`config.mk`:
```
export PLATFORM = sky130hd
export DESIGN_NAME = sample_ntt_rej
export DESIGN_NICKNAME = d
export VERILOG_FILES = /design/src/rtl/sample_ntt_rej_pkg.sv /design/src/rtl/sample_ntt_parse.sv /design/src/rtl/sample_ntt_rej.sv
export SDC_FILE = /design/constraint.sdc
export NUM_CORES = 1
export LEC_CHECK = 0
export CORE_MARGIN = 8
export CORE_UTILIZATION = 35
export CTS_CLUSTER_DIAMETER = 200
export DETAILED_ROUTE_END_ITERATION = 6
export SYNTH_ARGS = -nofsm -noshare
export SYNTH_HDL_FRONTEND = slang
export SYNTH_SLANG_ARGS = --single-unit
export TNS_END_PERCENT = 30
```
`constraint.sdc`:
```
create_clock -name clk_i -period 6.3 [get_ports clk_i]
set_input_delay 1.89 -clock clk_i [delete_from_list [all_inputs] [get_ports clk_i]]
set_output_delay 1.89 -clock clk_i [all_outputs]
set_load 0.05 [all_outputs]
```
`src/rtl/sample_ntt_rej_pkg.sv`:
```
// Shared constants and types for the ML-KEM SampleNTT rejection sampler.
package sample_ntt_rej_pkg;

  localparam int unsigned KYBER_Q    = 3329;
  localparam int unsigned KYBER_N    = 256;
  localparam int unsigned RATE_WORDS = 21;  // 64-bit words per SHAKE128 rate block
  localparam int unsigned BUF_BYTES  = 10;  // 2 residual bytes + one 8-byte word

  typedef logic [11:0] coeff_t;

  typedef enum logic [0:0] {
    StIdle,
    StRun
  } sampler_state_e;

endpackage

```
`src/rtl/sample_ntt_parse.sv`:
```
// Splits three XOF bytes into two 12-bit candidates and flags those below q.
module sample_ntt_parse
  import sample_ntt_rej_pkg::*;
(
  input  logic [23:0] bytes_i,  // b0 = [7:0], b1 = [15:8], b2 = [23:16]
  output logic [11:0] d1_o,
  output logic [11:0] d2_o,
  output logic        acc1_o,
  output logic        acc2_o
);

  // d1 = b0 + 256*(b1 & 0xF), d2 = (b1 >> 4) + 16*b2
  assign d1_o   = bytes_i[11:0];
  assign d2_o   = bytes_i[23:12];
  assign acc1_o = (d1_o < 12'(KYBER_Q));
  assign acc2_o = (d2_o < 12'(KYBER_Q));

endmodule

```
`src/rtl/sample_ntt_rej.sv`:
```
// SampleNTT rejection sampler: byte buffer fed by 64-bit XOF words, 3-byte parse per cycle,
// up to two accepted coefficients per cycle on a registered output stage.
module sample_ntt_rej
  import sample_ntt_rej_pkg::*;
(
  input  logic        clk_i,
  input  logic        rst_n_i,
  input  logic        start_i,
  input  logic        xof_vld_i,
  input  logic [63:0] xof_data_i,
  output logic        xof_rdy_o,
  output logic        squeeze_o,
  output logic [1:0]  coeff_vld_o,
  output logic [23:0] coeff_o,
  output logic [7:0]  coeff_idx_o,
  output logic        busy_o,
  output logic        done_o
);

  localparam int unsigned BufW = 8 * BUF_BYTES;

  sampler_state_e  state_q, state_d;
  logic [BufW-1:0] buf_q, buf_d, buf_sh;
  logic [3:0]      cnt_q, cnt_d, cnt_ap;
  logic [8:0]      j_q, j_d, j_mid, j_nxt;
  logic [4:0]      w_q, w_d;
  logic [1:0]      vld_q, vld_d;
  logic [23:0]     coeff_q, coeff_d;
  logic [7:0]      idx_q, idx_d;
  logic            done_q, done_d;
  logic            squeeze_q, squeeze_d;

  logic            parse_en, load, acc1, acc2, p_acc1, p_acc2;
  coeff_t          d1, d2;

  sample_ntt_parse u_parse (
    .bytes_i (buf_q[23:0]),
    .d1_o    (d1),
    .d2_o    (d2),
    .acc1_o  (p_acc1),
    .acc2_o  (p_acc2)
  );

  // Parse/load handshake and acceptance qualification against the coefficient budget.
  always_comb begin
    parse_en  = (state_q == StRun) && (cnt_q >= 4'd3) && !start_i;
    cnt_ap    = (cnt_q >= 4'd3) ? cnt_q - 4'd3 : cnt_q;
    buf_sh    = parse_en ? (buf_q >> 24) : buf_q;
    xof_rdy_o = (state_q == StRun) && (cnt_ap <= 4'd2);
    load      = xof_vld_i && xof_rdy_o;
    acc1      = parse_en && p_acc1 && (j_q < 9'(KYBER_N));
    j_mid     = j_q + {8'd0, acc1};
    acc2      = parse_en && p_acc2 && (j_mid < 9'(KYBER_N));
    j_nxt     = j_mid + {8'd0, acc2};
  end

  // Next-state: FSM, buffer shift/append, counters and output stage.
  always_comb begin
    state_d   = state_q;
    buf_d     = buf_q;
    cnt_d     = cnt_q;
    j_d       = j_q;
    w_d       = w_q;
    vld_d     = 2'b00;
    coeff_d   = '0;
    idx_d     = '0;
    done_d    = 1'b0;
    squeeze_d = 1'b0;
    unique case (state_q)
      StIdle: begin
        if (start_i) begin
          state_d = StRun;
          buf_d   = '0;
          cnt_d   = '0;
          j_d     = '0;
          w_d     = '0;
        end
      end
      StRun: begin
        if (start_i) begin
          buf_d = '0;
          cnt_d = '0;
          j_d   = '0;
          w_d   = '0;
        end else begin
          // New word lands right behind whatever residual bytes survive this parse.
          buf_d = buf_sh | (load ? ({16'h0, xof_data_i} << {cnt_ap, 3'b000}) : '0);
          cnt_d = cnt_ap + (load ? 4'd8 : 4'd0);
          j_d   = j_nxt;
          vld_d = {acc1 && acc2, acc1 || acc2};
          // A lone accepted value always rides on lane0.
          if (acc1) begin
            coeff_d[11:0] = d1;
            if (acc2) coeff_d[23:12] = d2;
          end else if (acc2) begin
            coeff_d[11:0] = d2;
          end
          if (acc1 || acc2) idx_d = j_q[7:0];
          if (load) begin
            w_d       = (w_q == 5'(RATE_WORDS - 1)) ? 5'd0 : w_q + 5'd1;
            squeeze_d = (w_q == 5'(RATE_WORDS - 1)) && (j_nxt != 9'(KYBER_N));
          end
          if (j_nxt == 9'(KYBER_N)) begin
            done_d  = 1'b1;
            state_d = StIdle;
            buf_d   = '0;
            cnt_d   = '0;
            w_d     = '0;
          end
        end
      end
      default: state_d = StIdle;
    endcase
  end

  // State and output registers.
  always_ff @(posedge clk_i or negedge rst_n_i) begin
    if (!rst_n_i) begin
      state_q   <= StIdle;
      buf_q     <= '0;
      cnt_q     <= '0;
      j_q       <= '0;
      w_q       <= '0;
      vld_q     <= '0;
      coeff_q   <= '0;
      idx_q     <= '0;
      done_q    <= 1'b0;
      squeeze_q <= 1'b0;
    end else begin
      state_q   <= state_d;
      buf_q     <= buf_d;
      cnt_q     <= cnt_d;
      j_q       <= j_d;
      w_q       <= w_d;
      vld_q     <= vld_d;
      coeff_q   <= coeff_d;
      idx_q     <= idx_d;
      done_q    <= done_d;
      squeeze_q <= squeeze_d;
    end
  end

  assign coeff_vld_o = vld_q;
  assign coeff_o     = coeff_q;
  assign coeff_idx_o = idx_q;
  assign done_o      = done_q;
  assign squeeze_o   = squeeze_q;
  assign busy_o      = (state_q == StRun);

endmodule

```
==> results.py, run 1 <==
metrics = {
    "run_status": {
        "status": "finished clean",
    },
    "cts": {
        "cts_tree": "done",
        "cts_setup_buffers": 0,
        "cts_buffer_depth": 2,
        "cts.sinks": 135,
        "cts_hold_buffers": 0,
        "clk_pin_slew_ns": 0.06,
        "clk_latency_ns": 0.43,
        "htreeDepth": 4,
        "cts_resized": 0,
        "root_buffer": "clkbuf_16",
        "cts_buffers": 17,
    },
    "timing": {
        "setup_viol": 0,
        "tns_ns": 0,
        "final_hold_viol_count": 0,
        "max_slew_margin": 0.3554,
        "rsz0062_at_grt": "false",
        "fin_crit_ns": 5.981,
        "finalMaxSlewViolations": 0,
        "finalClockSkew_ns": 0.01513,
        "tightestPinTransition_ns": 0.9669,
        "max_freq_mhz": 167.2,
        "finalCritPeriodShare": 0.9493,
    },
    "power": {
        "switchingPower_uw": 1036,
        "power_density_nw_per_um2": 309.0,
        "p_int_uw": 1975,
        "total_power_uw": 3011,
        "pwr-share-comb": 0.306,
        "clockPowerShare": 0.334,
        "power.share.switching": 0.3440,
        "peakVddDrop_mv": 0.1653,
        "leakage_uw": 0.004179,
        "sequentialPowerShare": 0.360,
    },
    "detailed_routing": {
        "routedWlPerCell_um": 18.70,
        "drc": 0,
        "drt-initial-drc-count": 630,
        "vias": 6452,
        "final_antenna_net_count": 0,
        "via_per_inst": 5.386,
        "first_pass_iters": 5,
        "drt_wl_total_mm": 22.41,
    },
    "grt": {
        "grt_pass1_wl_mm": 36.53,
        "grt_max_degree": 90,
        "busiest_layer": "met1",
        "grtUsageMet2": 0.2371,
        "grt_pass1_vias": 6354,
        "grt_util_all_layers": 0.1739,
        "grt_antenna_before_repair": 0,
        "grt_overflow": 0,
        "grt_use_met1": 0.2602,
        "use_met3": 0.04575,
    },
    "critical_path": {
        "crit_buf_inv": 4,
        "worstPathRequired_ns": 6.63,
        "slowest_delay_ns": 0.49,
        "crit_top_cell": "ha_4",
        "start_kind": "input port",
        "critPathTopFamily": "compound AO/OA/AOI/OAI gates",
        "end_kind": "flip-flop",
        "crit_slowest_cell": "or4_1",
        "critPathKind": "in2reg",
        "worstPathArrival_ns": 6.31,
        "crit_fanout": 26,
    },
    "layout": {
        "final_cells": 1198,
        "antennaDiodeCount": 0,
        "final_common_cell": "nand2_1",
        "nFillCells": 2012,
        "drive_gt1_frac": 0.1235,
        "final_nets": 985,
        "layout_common_cells": "161 x nand2_1, 135 x dfrtp_1, 104 x clkdlybuf4s50_1, 66 x o21ai_0, 62 x mux2i_1",
        "synthToLayoutAreaGrowth_pct": 29.40,
    },
    "floorplan": {
        "die_h_um": 162.7,
        "io_pins": 106,
        "initial_core_util": 0.3571,
        "rows": 53,
        "die_w_um": 162.7,
        "die_area_um2": 26460,
        "coreArea_um2": 21090,
    },
    "placed_design": {
        "hpwl_mm": 16.13,
        "port_buffers": 105,
        "place.gp.congestion": 0.8051,
        "dp_cells": 1166,
    },
    "yosys": {
        "synth_edf_count": 0,
        "synth_ff_type": "dfrtp_1",
        "syn_area_um2": 7530,
        "synth.distinct_cells": 58,
        "ys_seq_elements": 135,
        "yosysSeqAreaShare": 0.4487,
        "synth_fp_nets": 881,
        "yosysWarnings": 0,
        "synth.avg_cell_area_um2": 9.342,
        "synthCells": 806,
        "async_reset_ff_frac": 1.000,
    },
    "hold_path": {
        "hold_class": "reg2reg",
    },
    "job": {
        "cap_violations": 0,
    },
}
## metrics by stage
stage	hold slack [ns]	worst slack, ns	util	area [um2]
floorplan	0.4560	0.03272	-	7662
global placement	0.4716	-0.07768	0.4335	9141
detailed placement	0.4739	-0.1439	0.4335	9141
CTS	0.4922	0.2792	0.4618	9738
global route	0.4971	0.05604	0.4620	9743
finish	0.4885	0.3192	0.4620	9743
## kinds of logic (layout without fill, tap and decap cells)
family,after synthesis,in the layout,share of synthesized area
AO/OA/AOI/OAI,259,259,0.2431
XOR/XNOR,10,10,0.01163
adder cells (fa/ha/maj),7,7,0.01163
buffers and inverters,74,191,0.04520
flip-flops,135,135,0.4487
multiplexers,65,65,0.08674
AND/OR/NAND/NOR,256,256,0.1530
## synthesized netlist by cell type, types with 8 or more instances
cell type,number,area (um2)
o2bb2ai_1,22,192.7
clkbuf_1,29,108.9
o21ai_0,68,340.3
dfrtp_1,135,3378
mux2i_1,63,630.6
a21oi_1,53,265.3
a22o_1,46,402.9
o2bb2ai_2,10,150.1
a32oi_1,8,70.07
inv_1,13,48.80
a22oi_1,16,120.1
buf_2,23,115.1
nor2_1,27,101.4
and2_1,22,137.6
nand2_1,161,604.3
## worst register-to-register path, cell delays in order, from the launching register on
cell	delay, ns
dfrtp_1	0.47
ha_1	0.31
nor3_2	0.63
or2_4	0.26
nor2_4	0.04
o21ai_4	0.06
inv_2	0.07
ha_4	0.17
ha_4	0.15
nand2_1	0.07
or4_1	0.12
and2_4	0.15
o21ai_2	0.05
or2_4	0.25
inv_2	0.07
ha_4	0.14
buf_4	0.10
nand3b_1	0.08
a21boi_0	0.30
a211o_1	0.21
nand3b_1	0.10
a211oi_2	0.26
buf_4	0.16
a21oi_2	0.05
buf_4	0.20
a21oi_2	0.28
o32ai_1	0.15
## area by class of cell
type                       count  area, um2  area share
clock buffer                  20      456.7     0.04687
clock inverter                12      140.1     0.01438
inverter                      13      48.80    0.005008
multi-input combinational    597       3953      0.4057
sequential                   135       3378      0.3467
tap                          275      344.1     0.03532
timing repair buffer         146       1423      0.1460
## power groups by stage
stage	Combinational, uW	Clock (uW)	Sequential (uW)
after floorplan	599	0	1100
after global placement	910	0	1090
after global routing	1010	1060	1100
final	922	1010	1080
after detailed placement	916	0	1090
after CTS	919	1020	1080
## worst paths after layout
| kind | cells past startpoint | slack [ns] | end | startpoint |
|---|---|---|---|---|
| setup reg to reg | 26 | 1.27 | buf_q[77] | cnt_q[0] |
| max in group asynchronous | 2 | 3.64 | coeff_o[13] | rst_n_i |
| hold / removal | 1 | 0.49 | buf_q[58] | buf_q[58] |
| setup / recovery | 25 | 0.32 | buf_q[23] | start_i |
| min in group asynchronous | 1 | 1.54 | squeeze_o | rst_n_i |
| hold reg to reg | 1 | 0.49 | buf_q[58] | buf_q[58] |
## state kept, by name (all words and copies together), names as in the netlist
signal	flops
coeff_o	24
j_q	9
squeeze_o	1
cnt_q	4
w_q	5
buf_q	80
busy_o	1
coeff_vld_o	2
done_o	1
coeff_idx_o	8
## per-layer routing
layer	routed length [um]	up-vias	share of wire
met2	9340	251	0.42
li1	-	3137	-
met5	0	-	0
met4	374	0	0.017
met1	10970	3038	0.49
met3	1720	26	0.077
Power figures use the tool's default switching activity.
==> run 2: changes to the inputs <==
--- a/config.mk
+++ b/config.mk
@@ -9,6 +9,7 @@
 export CORE_UTILIZATION = 35
 export CTS_CLUSTER_DIAMETER = 200
 export DETAILED_ROUTE_END_ITERATION = 6
+export HOLD_SLACK_MARGIN = 0.15
 export SYNTH_ARGS = -nofsm -noshare
 export SYNTH_HDL_FRONTEND = slang
 export SYNTH_SLANG_ARGS = --single-unit
==> results of run 2 <==
The final DEF is identical to that of run 1; final timing and power are the same.
